[config.mk]
export PLATFORM = sky130hd
export DESIGN_NAME = usb3_tx_if_flat
export DESIGN_NICKNAME = d
export VERILOG_FILES = /design/src/rtl/usb3_pkg.sv /design/src/rtl/usb3_tx_if_if.sv /design/src/rtl/usb3_tx_fifo.sv /design/src/rtl/usb3_tx_if.sv /design/src/flat_wrapper.sv
export SDC_FILE = /design/constraint.sdc
export NUM_CORES = 2
export LEC_CHECK = 0
export CAP_MARGIN = 20
export CORE_AREA = 2 2 536 538
export DETAILED_ROUTE_END_ITERATION = 12
export DIE_AREA = 0 0 538 540
export PLACE_DENSITY_LB_ADDON = 0.15
export SKIP_CTS_REPAIR_TIMING = 1
export SLEW_MARGIN = 0
export SYNTH_ARGS = -nofsm -noshare
export SYNTH_HDL_FRONTEND = slang
export SYNTH_SLANG_ARGS = --single-unit
[constraint.sdc]
create_clock -name ftdi_clk -period 9.1 [get_ports ftdi_clk]
set_clock_uncertainty 0.05 [all_clocks]
set_input_delay 1.365 -clock ftdi_clk [delete_from_list [all_inputs] [get_ports ftdi_clk]]
set_output_delay 1.365 -clock ftdi_clk [all_outputs]
set_load 0.05 [all_outputs]
[src/rtl/usb3_pkg.sv]
// usb3_pkg: FT601 bus widths, FSM encoding and active-low levels shared by the USB3 tx/rx interfaces
package usb3_pkg;
  localparam int FT_DATA_W = 32;
  localparam int FT_BE_W = 4;
  localparam logic ACT_LO = 1'b0;
  localparam logic INACT = 1'b1;
  localparam logic [1:0] ST_IDLE = 2'd0;
  localparam logic [1:0] ST_TURN = 2'd1;
  localparam logic [1:0] ST_WRITE = 2'd2;
  localparam logic [1:0] ST_HOLD = 2'd3;
  typedef struct packed {
    logic [FT_BE_W-1:0] be;
    logic [FT_DATA_W-1:0] data;
  } ft_word_t;
endpackage

[src/rtl/usb3_tx_if_if.sv]
// usb3_tx_if_if: FPGA-side push handshake plus FT601 transmit pins
//  slave  : the transmit interface block (consumes tx_*, FT_TXE; drives FT_WR/FT_OE and pads)
//  master : FPGA logic and FT601 pins around it
interface usb3_tx_if_if;
  import usb3_pkg::*;
  logic [FT_DATA_W-1:0] tx_data;
  logic [FT_BE_W-1:0] tx_be;
  logic tx_valid;
  logic tx_ready;
  logic FT_TXE;
  logic FT_WR;
  logic FT_OE;
  logic [FT_DATA_W-1:0] usb3_data_out;
  logic [FT_BE_W-1:0] usb3_be_out;
  logic usb3_bus_oe;
  modport slave (
    input tx_data, tx_be, tx_valid, FT_TXE,
    output tx_ready, FT_WR, FT_OE, usb3_data_out, usb3_be_out, usb3_bus_oe
  );
  modport master (
    output tx_data, tx_be, tx_valid, FT_TXE,
    input tx_ready, FT_WR, FT_OE, usb3_data_out, usb3_be_out, usb3_bus_oe
  );
endinterface

[src/rtl/usb3_tx_fifo.sv]
// usb3_tx_fifo: synchronous first-word-fall-through FIFO of {be,data} words
//  clk/rst   clock, sync active-high reset
//  push/pop  write wr_word / drop head (caller guarantees not full / not empty)
//  head      current head word; head_next is the word that becomes head after a pop
//  level     words held, 0..DEPTH
module usb3_tx_fifo
  import usb3_pkg::*;
#(
  parameter int DEPTH = 64,
  parameter int AW = 6
) (
  input  logic clk,
  input  logic rst,
  input  logic push,
  input  logic pop,
  input  ft_word_t wr_word,
  output ft_word_t head,
  output ft_word_t head_next,
  output logic [AW:0] level
);
  ft_word_t mem [DEPTH];
  logic [AW-1:0] rd_ptr, wr_ptr, rd_nxt;
  assign rd_nxt = rd_ptr + 1'b1;
  assign head = mem[rd_ptr];
  // With only one word held, the word after it is the one being pushed this cycle.
  assign head_next = |level[AW:1] ? mem[rd_nxt] : wr_word;
  always_ff @(posedge clk) begin
    if (push) mem[wr_ptr] <= wr_word;
  end
  always_ff @(posedge clk) begin
    if (rst) begin
      rd_ptr <= '0;
      wr_ptr <= '0;
      level <= '0;
    end else begin
      wr_ptr <= wr_ptr + AW'(push);
      rd_ptr <= rd_ptr + AW'(pop);
      level <= level + (AW+1)'(push) - (AW+1)'(pop);
    end
  end
endmodule

[src/rtl/usb3_tx_if.sv]
// usb3_tx_if: FT601 245-sync FIFO transmit side, buffers words and bursts them under TXE_N flow control
//  ftdi_clk/reset  only clock, sync active-high reset
//  enable          allows bursts to start/continue
//  bus             tx_* push handshake in, FT_TXE in; FT_WR, FT_OE, data/BE pads and pad OE out
//  fifo_level      words buffered; words_sent counts words taken by the FT601; busy = not IDLE
module usb3_tx_if
  import usb3_pkg::*;
#(
  parameter int FIFO_DEPTH = 64,
  parameter int ADDR_W = 6
) (
  input  logic ftdi_clk,
  input  logic reset,
  input  logic enable,
  usb3_tx_if_if.slave bus,
  output logic [ADDR_W:0] fifo_level,
  output logic [31:0] words_sent,
  output logic busy
);
  logic [1:0] state;
  ft_word_t head, head_next;
  logic push, xfer, more;
  assign bus.tx_ready = fifo_level != (ADDR_W+1)'(FIFO_DEPTH);
  assign push = bus.tx_valid & bus.tx_ready;
  assign xfer = bus.FT_WR == ACT_LO && bus.FT_TXE == ACT_LO;
  // Keep bursting only if a word remains once the head leaves (a same-cycle push counts).
  assign more = enable & (|fifo_level[ADDR_W:1] | push);
  assign busy = state != ST_IDLE;
  usb3_tx_fifo #(.DEPTH(FIFO_DEPTH), .AW(ADDR_W)) u_fifo (
    .clk(ftdi_clk),
    .rst(reset),
    .push(push),
    .pop(xfer),
    .wr_word({bus.tx_be, bus.tx_data}),
    .head(head),
    .head_next(head_next),
    .level(fifo_level)
  );
  always_ff @(posedge ftdi_clk) begin
    if (reset) begin
      state <= ST_IDLE;
      bus.FT_WR <= INACT;
      bus.FT_OE <= INACT;
      bus.usb3_bus_oe <= 1'b0;
      bus.usb3_data_out <= '0;
      bus.usb3_be_out <= '0;
      words_sent <= '0;
    end else begin
      words_sent <= words_sent + 32'(xfer);
      case (state)
        ST_IDLE:
          if (enable && |fifo_level && bus.FT_TXE == ACT_LO) begin
            state <= ST_TURN;
            bus.usb3_bus_oe <= 1'b1;
            {bus.usb3_be_out, bus.usb3_data_out} <= head;
          end
        ST_TURN: begin
          state <= ST_WRITE;
          bus.FT_WR <= ACT_LO;
        end
        ST_WRITE:
          if (bus.FT_TXE == ACT_LO) begin
            if (more) {bus.usb3_be_out, bus.usb3_data_out} <= head_next;
            else begin
              state <= ST_IDLE;
              bus.FT_WR <= INACT;
              bus.usb3_bus_oe <= 1'b0;
            end
          end else begin
            state <= ST_HOLD;
            bus.FT_WR <= INACT;
          end
        ST_HOLD:
          if (!enable) begin
            state <= ST_IDLE;
            bus.usb3_bus_oe <= 1'b0;
          end else if (bus.FT_TXE == ACT_LO) begin
            state <= ST_WRITE;
            bus.FT_WR <= ACT_LO;
          end
        default: state <= ST_IDLE;
      endcase
    end
  end
endmodule

[src/flat_wrapper.sv]
// flat-port wrapper written by rule: the top's interface ports become plain ports
module usb3_tx_if_flat import usb3_pkg::*;
#(
  parameter int FIFO_DEPTH = 64,
  parameter int ADDR_W = 6
)
  (ftdi_clk, reset, enable, fifo_level, words_sent, busy, bus_tx_data, bus_tx_be, bus_tx_valid, bus_FT_TXE, bus_tx_ready, bus_FT_WR, bus_FT_OE, bus_usb3_data_out, bus_usb3_be_out, bus_usb3_bus_oe);
  usb3_tx_if_if bus_i ();
  input  logic ftdi_clk;
  input  logic reset;
  input  logic enable;
  output logic [ADDR_W:0] fifo_level;
  output logic [31:0] words_sent;
  output logic busy;
  input wire logic [$bits(bus_i.tx_data)-1:0] bus_tx_data;
  input wire logic [$bits(bus_i.tx_be)-1:0] bus_tx_be;
  input wire logic [$bits(bus_i.tx_valid)-1:0] bus_tx_valid;
  input wire logic [$bits(bus_i.FT_TXE)-1:0] bus_FT_TXE;
  output wire logic [$bits(bus_i.tx_ready)-1:0] bus_tx_ready;
  output wire logic [$bits(bus_i.FT_WR)-1:0] bus_FT_WR;
  output wire logic [$bits(bus_i.FT_OE)-1:0] bus_FT_OE;
  output wire logic [$bits(bus_i.usb3_data_out)-1:0] bus_usb3_data_out;
  output wire logic [$bits(bus_i.usb3_be_out)-1:0] bus_usb3_be_out;
  output wire logic [$bits(bus_i.usb3_bus_oe)-1:0] bus_usb3_bus_oe;
  assign bus_i.tx_data = bus_tx_data;
  assign bus_i.tx_be = bus_tx_be;
  assign bus_i.tx_valid = bus_tx_valid;
  assign bus_i.FT_TXE = bus_FT_TXE;
  assign bus_tx_ready = bus_i.tx_ready;
  assign bus_FT_WR = bus_i.FT_WR;
  assign bus_FT_OE = bus_i.FT_OE;
  assign bus_usb3_data_out = bus_i.usb3_data_out;
  assign bus_usb3_be_out = bus_i.usb3_be_out;
  assign bus_usb3_bus_oe = bus_i.usb3_bus_oe;
  usb3_tx_if #(.FIFO_DEPTH(FIFO_DEPTH), .ADDR_W(ADDR_W)) u_core (.ftdi_clk(ftdi_clk), .reset(reset), .enable(enable), .bus(bus_i), .fifo_level(fifo_level), .words_sent(words_sent), .busy(busy));
endmodule
Word level (Yosys, flattened, before mapping)
Memory sizes are Yosys's and may differ from the RTL's. A register that Yosys moved wholly into a read port is not among the register bits.
Index checks and enable logic that the tools add are counted.
{"block": "op_classes", "n_lt_le_gt_ge": 0, "eq_ne": 13, "shifts": 0, "n_addsub": 6, "n_bitwise": 5, "n_reduce_logical": 14, "n_div": 0, "n_mux": 28, "mul": 0}
{"operator": "32-bit two-way mux", "n": 3}
{"operator": "32-bit case mux with 2 select lines", "n": 1}
{"operator": "36-bit two-way mux", "n": 1}
{"operator": "32-bit by 1-bit adder with 32-bit output", "n": 1}
{"operator": "6-bit by 1-bit adder with 6-bit output", "n": 2}
{"operator": "4-bit two-way mux", "n": 3}
{"operator": "1-bit two-way mux", "n": 10}
{"operator": "2-bit two-way mux", "n": 5}
{"operator": "2-bit != test (second input constant)", "n": 5}
{"operator": "2-bit case mux with 4 select lines", "n": 1}
{"operator": "4-bit case mux with 2 select lines", "n": 1}
{"operator": "4-bit AND reduction", "n": 2}
{"operator": "7-bit by 1-bit adder with 7-bit output", "n": 1}
{"operator": "7-bit != test (second input constant)", "n": 1}
{"operator": "7-bit OR reduction", "n": 1}
{"operator": "7-bit by 1-bit subtractor with 7-bit output", "n": 1}
{"operator": "6-bit by 1-bit adder with 6-bit output (second input constant)", "n": 1}
{"operator": "6-bit two-way mux", "n": 1}
{"operator": "3-bit != test (second input constant)", "n": 2}
{"operator": "1-bit case mux with 3 select lines", "n": 2}
{"operator": "3-bit nonzero test", "n": 2}
{"operator": "6-bit OR reduction", "n": 1}
{"operator": "5-bit AND reduction", "n": 1}
{"operator": "2-bit equality test (second input constant)", "n": 2}
{"operator": "9 further kinds", "n": 15}
{"block": "word_totals", "mem_bits_ro": 0, "in_bits": 41, "ff_bits": 91, "latch_bits": 0, "output_inout_bits": 80, "n_memories": 1, "mem_bits_rw": 2304}
{"name": "u_core.u_fifo.mem", "depth": 64, "width": 36, "rd": 2, "rd_ports_with_merged_regs": 1, "write_ports": 1, "line": "usb3_tx_fifo.sv:21", "rtl": "ft_word_t mem [DEPTH];"}

Longest topological paths before layout
{"block": "logic_depth", "word_depth": 7, "mapped_depth": 16}

Cells and area by module
From an unflattened synthesis, not the netlist that was laid out.
{"block": "hier_totals", "hier_cells": 5574, "area_unflattened_um2": 110402.1}
{"mod": "usb3_tx_fifo", "cells_each": 5219, "seq_area_each_um2": 69566.7, "area_each_um2": 106898.8, "instances": 1}
{"mod": "usb3_tx_if", "cells_each": 355, "seq_area_each_um2": 1441.4, "area_each_um2": 3503.4, "instances": 1}

Worst setup path after synthesis
OpenSTA, ideal clock, no wires.
{"block": "synth_path", "path_type": "input port to flip-flop", "startpoint": "in bus_tx_valid", "endpoint": "mem u_core.u_fifo.mem[46][0] (netlist bit) (enable)", "setup_slack_ps": 4923, "n_path_buf": 0, "arrival_ps": 3698, "required_time_ps": 8621, "setup_ps": 429, "path_stages": 5, "cell_sequence": "a21boi_2 -> inv_1 -> nor2_1 -> nand3_1 -> nor2_1"}
{"block": "synth_between", "elab_chain_cells": 3}
{"element": "from (decl)", "line": "flat_wrapper.sv:17", "rtl": "input wire logic [$bits(bus_i.tx_valid)-1:0] bus_tx_valid;"}
{"element": "1-bit AND", "line": "usb3_tx_if.sv:24", "rtl": "assign push = bus.tx_valid & bus.tx_ready;"}
{"element": "1-bit two-way mux", "line": "usb3_tx_fifo.sv:28", "rtl": "if (push) mem[wr_ptr] <= wr_word;"}
{"element": "1-bit two-way mux (implied by the code)", "line": "usb3_tx_fifo.sv:28"}
{"element": "to (decl)", "line": "usb3_tx_fifo.sv:21"}
Every way passes these cells.

Final worst setup path
{"block": "layout_path", "startpoint": "reg u_core.u_fifo.rd_ptr[0]", "endpoint": "reg u_core.bus.usb3_data_out[27]"}
{"block": "layout_between", "elab_chain_cells": 6}
{"element": "from (decl)", "line": "usb3_tx_fifo.sv:22", "rtl": "logic [AW-1:0] rd_ptr, wr_ptr, rd_nxt;"}
{"element": "from (signal assigned)", "line": "usb3_tx_fifo.sv:37", "rtl": "rd_ptr <= rd_ptr + AW'(pop);"}
{"element": "6-bit by 1-bit adder with 6-bit output", "line": "usb3_tx_fifo.sv:23", "rtl": "assign rd_nxt = rd_ptr + 1'b1;"}
{"element": "memory 64 x 36 bit"}
{"element": "36-bit two-way mux", "line": "usb3_tx_fifo.sv:26", "rtl": "assign head_next = |level[AW:1] ? mem[rd_nxt] : wr_word;"}
{"element": "32-bit two-way mux", "line": "usb3_tx_if.sv:63", "rtl": "if (more) {bus.usb3_be_out, bus.usb3_data_out} <= head_next;"}
{"element": "32-bit two-way mux", "line": "usb3_tx_if.sv:62", "rtl": "if (bus.FT_TXE == ACT_LO) begin"}
{"element": "32-bit case mux with 2 select lines", "line": "usb3_tx_if.sv:50", "rtl": "case (state)"}
{"element": "to (signal assigned)", "line": "usb3_tx_if.sv:63"}
{"element": "to (decl)", "line": "usb3_tx_if_if.sv:18", "rtl": "output tx_ready, FT_WR, FT_OE, usb3_data_out, usb3_be_out, usb3_bus_oe"}
Every way passes these cells. The select of a mux whose other input is x is not followed.
A chain may end at the register's enable or synchronous reset.

==> impl_metrics.csv <==
group,metric,value,unit
place,dp_cells,9354,
critical_path,startpoint_type,"flip-flop",
sta,tns,0,ps
global_routing,grt_max_degree,112,
sta,fin_crit_sh,0.531,
floorplanning,pin_count,121,
global_routing,grt_pass1_vias,63600,
power_and_ir_drop,pwr-share-comb,0.134,
clock_network,clockBufferDepth,4,
sta,final.min_clock_period,4830,ps
power_and_ir_drop,p_int,0.0197,W
synthesis,synth_cells,5692,
run_status,status,"finished, final reports clean",
critical_path,path_cells,"buf_4 > buf_4 > mux4_2 > and2_1 > a2111oi_0 > a211oi_1 > nand4_1 > a31oi_1",
critical_path,path_common_cell,"buf_4",
synthesis,synth-edff-count,2304,
drt,drt_first_pass_iters,6,
power_and_ir_drop,pwr-share-clk,0.401,
clock_network,numCtsBuffers,273,
synthesis,yosys_warnings,0,
synthesis,async_flop_share,0,
power_and_ir_drop,p_sw_frac,0.260,
cells_and_area,nNetsFinal,5929,
critical_path,cp.arrival,5520,ps
clock_network,ctsHtreeMaxLevel,5,
job,max_cap_viol_count,0,
sta,relSlewSlack,0.211,
drt,routed_wl,392000,um
sta,setup_viol,0,
cells_and_area,area.growth.synth_to_final,12.7,%
cells_and_area,fillers,24400,
critical_path,max_stage_delay,860,ps
floorplanning,die_w,538,um
critical_path,path_max_fanout,47,
clock_network,clk_latency,910,ps
floorplanning,core_region_area,284000,sq um
power_and_ir_drop,power.density,213,nW/um^2
power_and_ir_drop,ir_drop,0.000144,V
cells_and_area,drive_above_1_share,0.314,
floorplanning,start_util,0.389,
clock_network,cts_tree,"done",
critical_path,worstSetupEndpointType,"flip-flop",
global_routing,grt_overflow,0,
place,place.gp.congestion,0.863,
hold_path,hold_class,"flip-flop to flip-flop",
clock_network,cts_sinks,2395,
synthesis,synthTopCellsByArea,"edfxtp_1 (62%), mux4_2 (23%), mux2i_1 (2.8%)",
synthesis,synth.avg_cell_area,19.5,sq um
synthesis,syn_area,111000,sq um
drt,ant_nets,0,
place,io_buffers,119,
drt,vias,64400,
sta,rsz0062_at_grt,"no",
global_routing,grt_first_pass_wirelength,537000,um
sta,hold_viol,0,
global_routing,grt_util_all_layers,0.267,
critical_path,path_class,"flip-flop to flip-flop",
drt,first_iter_violations,8571,
synthesis,synth-seq-cells,2395,
sta,fmax,207,MHz
synthesis,ys_seq_area_frac,0.641,
critical_path,required,9790,ps
critical_path,r2r_slack,4270,ps
synthesis,yosysTopAreaCell,"edfxtp_1",
clock_network,clockRootBuffer,"clkbuf_16",
power_and_ir_drop,p_sw,0.00692,W
floorplanning,fp-row-count,196,
cells_and_area,stdcell_count,9850,
synthesis,synth_common_cells,"edfxtp_1 (2304), mux4_2 (1139), mux2i_1 (314), nand2_1 (260), nor2_1 (206)",
synthesis,synth_fp_nets,5753,
sta,tightest_slew,1170,ps
clock_network,path_clk_slew,60,ps
synthesis,synth_top_cell_area_share,0.625,
drt,viasPerCell,6.54,
place,dp_hpwl,238000,um
synthesis,ys.flop_type,"edfxtp_1",
synthesis,synth_most_common_cell,"edfxtp_1",
global_routing,antenna_found_initial,14,
sta,drv_slew,0,
synthesis,synth_cell_types,75,
power_and_ir_drop,pwr-share-seq,0.465,
critical_path,slowest_stage,"dfxtp_4",
floorplanning,die-area,291000,sq um
power_and_ir_drop,p_leak,36.3,nW
floorplanning,die_h,540,um
drt,routedWlPerCell,39.8,um
drt,drc,0,
## layout make-up
| class | count | area [sq um] | area share |
|---|---|---|---|
| timing repair buffer | 343 | 2910 | 0.0233 |
| inverter | 20 | 77.6 | 0.000622 |
| clock buffer | 364 | 7400 | 0.0593 |
| antenna | 8 | 20.0 | 0.000160 |
| sequential | 2395 | 71000 | 0.569 |
| clock inverter | 123 | 1050 | 0.00843 |
| tap | 3762 | 4710 | 0.0377 |
| multi-input combinational | 2835 | 37600 | 0.301 |
## sequential cells by signal, indices dropped and copies added, names as in the netlist
| register | count |
|---|---|
| u_core.bus.FT_WR | 1 |
| u_core.bus.usb3_be_out | 4 |
| u_core.bus.usb3_bus_oe | 1 |
| u_core.bus.usb3_data_out | 32 |
| u_core.state | 2 |
| u_core.u_fifo.level | 7 |
| u_core.u_fifo.mem | 2304 |
| u_core.u_fifo.rd_ptr | 6 |
| u_core.u_fifo.wr_ptr | 6 |
| u_core.words_sent | 32 |
## layout by cell type, fill, tap and decap left out, types with 25 or more instances in the layout
cell / synthesis / final
nand3_1: 84 / 82
mux4_2: 1139 / 1139
mux2i_1: 314 / 314
a211oi_1: 46 / 46
nand4_1: 25 / 25
o22ai_1: 63 / 63
a31oi_1: 47 / 47
nor2_4: 0 / 69
clkinv_2: 0 / 47
a21oi_1: 119 / 119
clkinv_1: 0 / 40
clkbuf_1: 123 / 74
clkdlybuf4s50_1: 0 / 82
buf_2: 112 / 33
dfxtp_1: 91 / 86
o221ai_1: 59 / 59
a221oi_1: 39 / 39
edfxtp_1: 2304 / 2304
nor2_1: 206 / 136
a22oi_1: 27 / 27
buf_4: 114 / 210
clkbuf_16: 0 / 278
a311oi_1: 29 / 29
o21ai_0: 87 / 87
nand2_1: 260 / 260
## critical path, delay by kind of cell (launching register included)
family	cells	cell delay, ps
DFF	1	860
buffers and inverters	2	1490
muxes	1	610
AOI/OAI and AO/OA	3	1190
and+or+nand+nor	2	390
## power groups by stage
stage | clock network (W) | logic, W | registers (W)
floorplan | 0 | 0.00223 | 0.0127
global placement | 0 | 0.00356 | 0.0126
detailed placement | 0 | 0.00356 | 0.0126
CTS | 0.0108 | 0.00358 | 0.0124
global route | 0.0112 | 0.00374 | 0.0124
finish | 0.0107 | 0.00357 | 0.0124
## per-layer routing
metal / global-route usage / up-vias / share of wire
met1: 0.364 / 35300 / 0.40
met2: 0.428 / 3575 / 0.48
met5: 0 / - / 0.000069
met4: 0.100 / 4 / 0.044
li1: - / 24900 / -
met3: 0.0502 / 665 / 0.085
## cell families (layout without fill, tap and decap cells)
group | after synthesis | after routing | share of synthesized area
DFF | 2395 | 2395 | 0.641
muxes | 1470 | 1470 | 0.262
and+or+nand+nor | 680 | 680 | 0.0271
AOI/OAI and AO/OA | 623 | 623 | 0.0389
buffers and inverters | 462 | 850 | 0.0255
xor gates and xnor gates | 41 | 41 | 0.00355
adders and majority gates | 20 | 20 | 0.00233
other | 1 | 9 | 0.0000338
## worst paths after layout
| kind | depth (start not counted) | end | from |
|---|---|---|---|
| max | 8 | u_core.bus.usb3_data_out[27] | u_core.u_fifo.rd_ptr[0] |
| min | 2 | u_core.words_sent[16] | u_core.words_sent[16] |
| max reg2reg | 8 | u_core.bus.usb3_data_out[27] | u_core.u_fifo.rd_ptr[0] |
| min reg2reg | 2 | u_core.words_sent[16] | u_core.words_sent[16] |
## per-stage QoR
| stage | hold slack [ps] | power (W) | worst slack (ps) | util | instance area [sq um] |
|---|---|---|---|---|---|
| 6_report | 458 | 0.0266 | 4270 | 0.439 | 125000 |
| 5_1_grt | 493 | 0.0273 | 4070 | 0.439 | 125000 |
| 4_1_cts | 454 | 0.0267 | 4220 | 0.439 | 125000 |
| 3_5_place_dp | 442 | 0.0162 | 3580 | 0.409 | 116000 |
| 3_3_place_gp | 427 | 0.0162 | 3610 | 0.409 | 116000 |
| 2_1_floorplan | 533 | 0.0149 | 4920 | - | 111000 |
No activity file was read; power rests on OpenSTA's default activity.
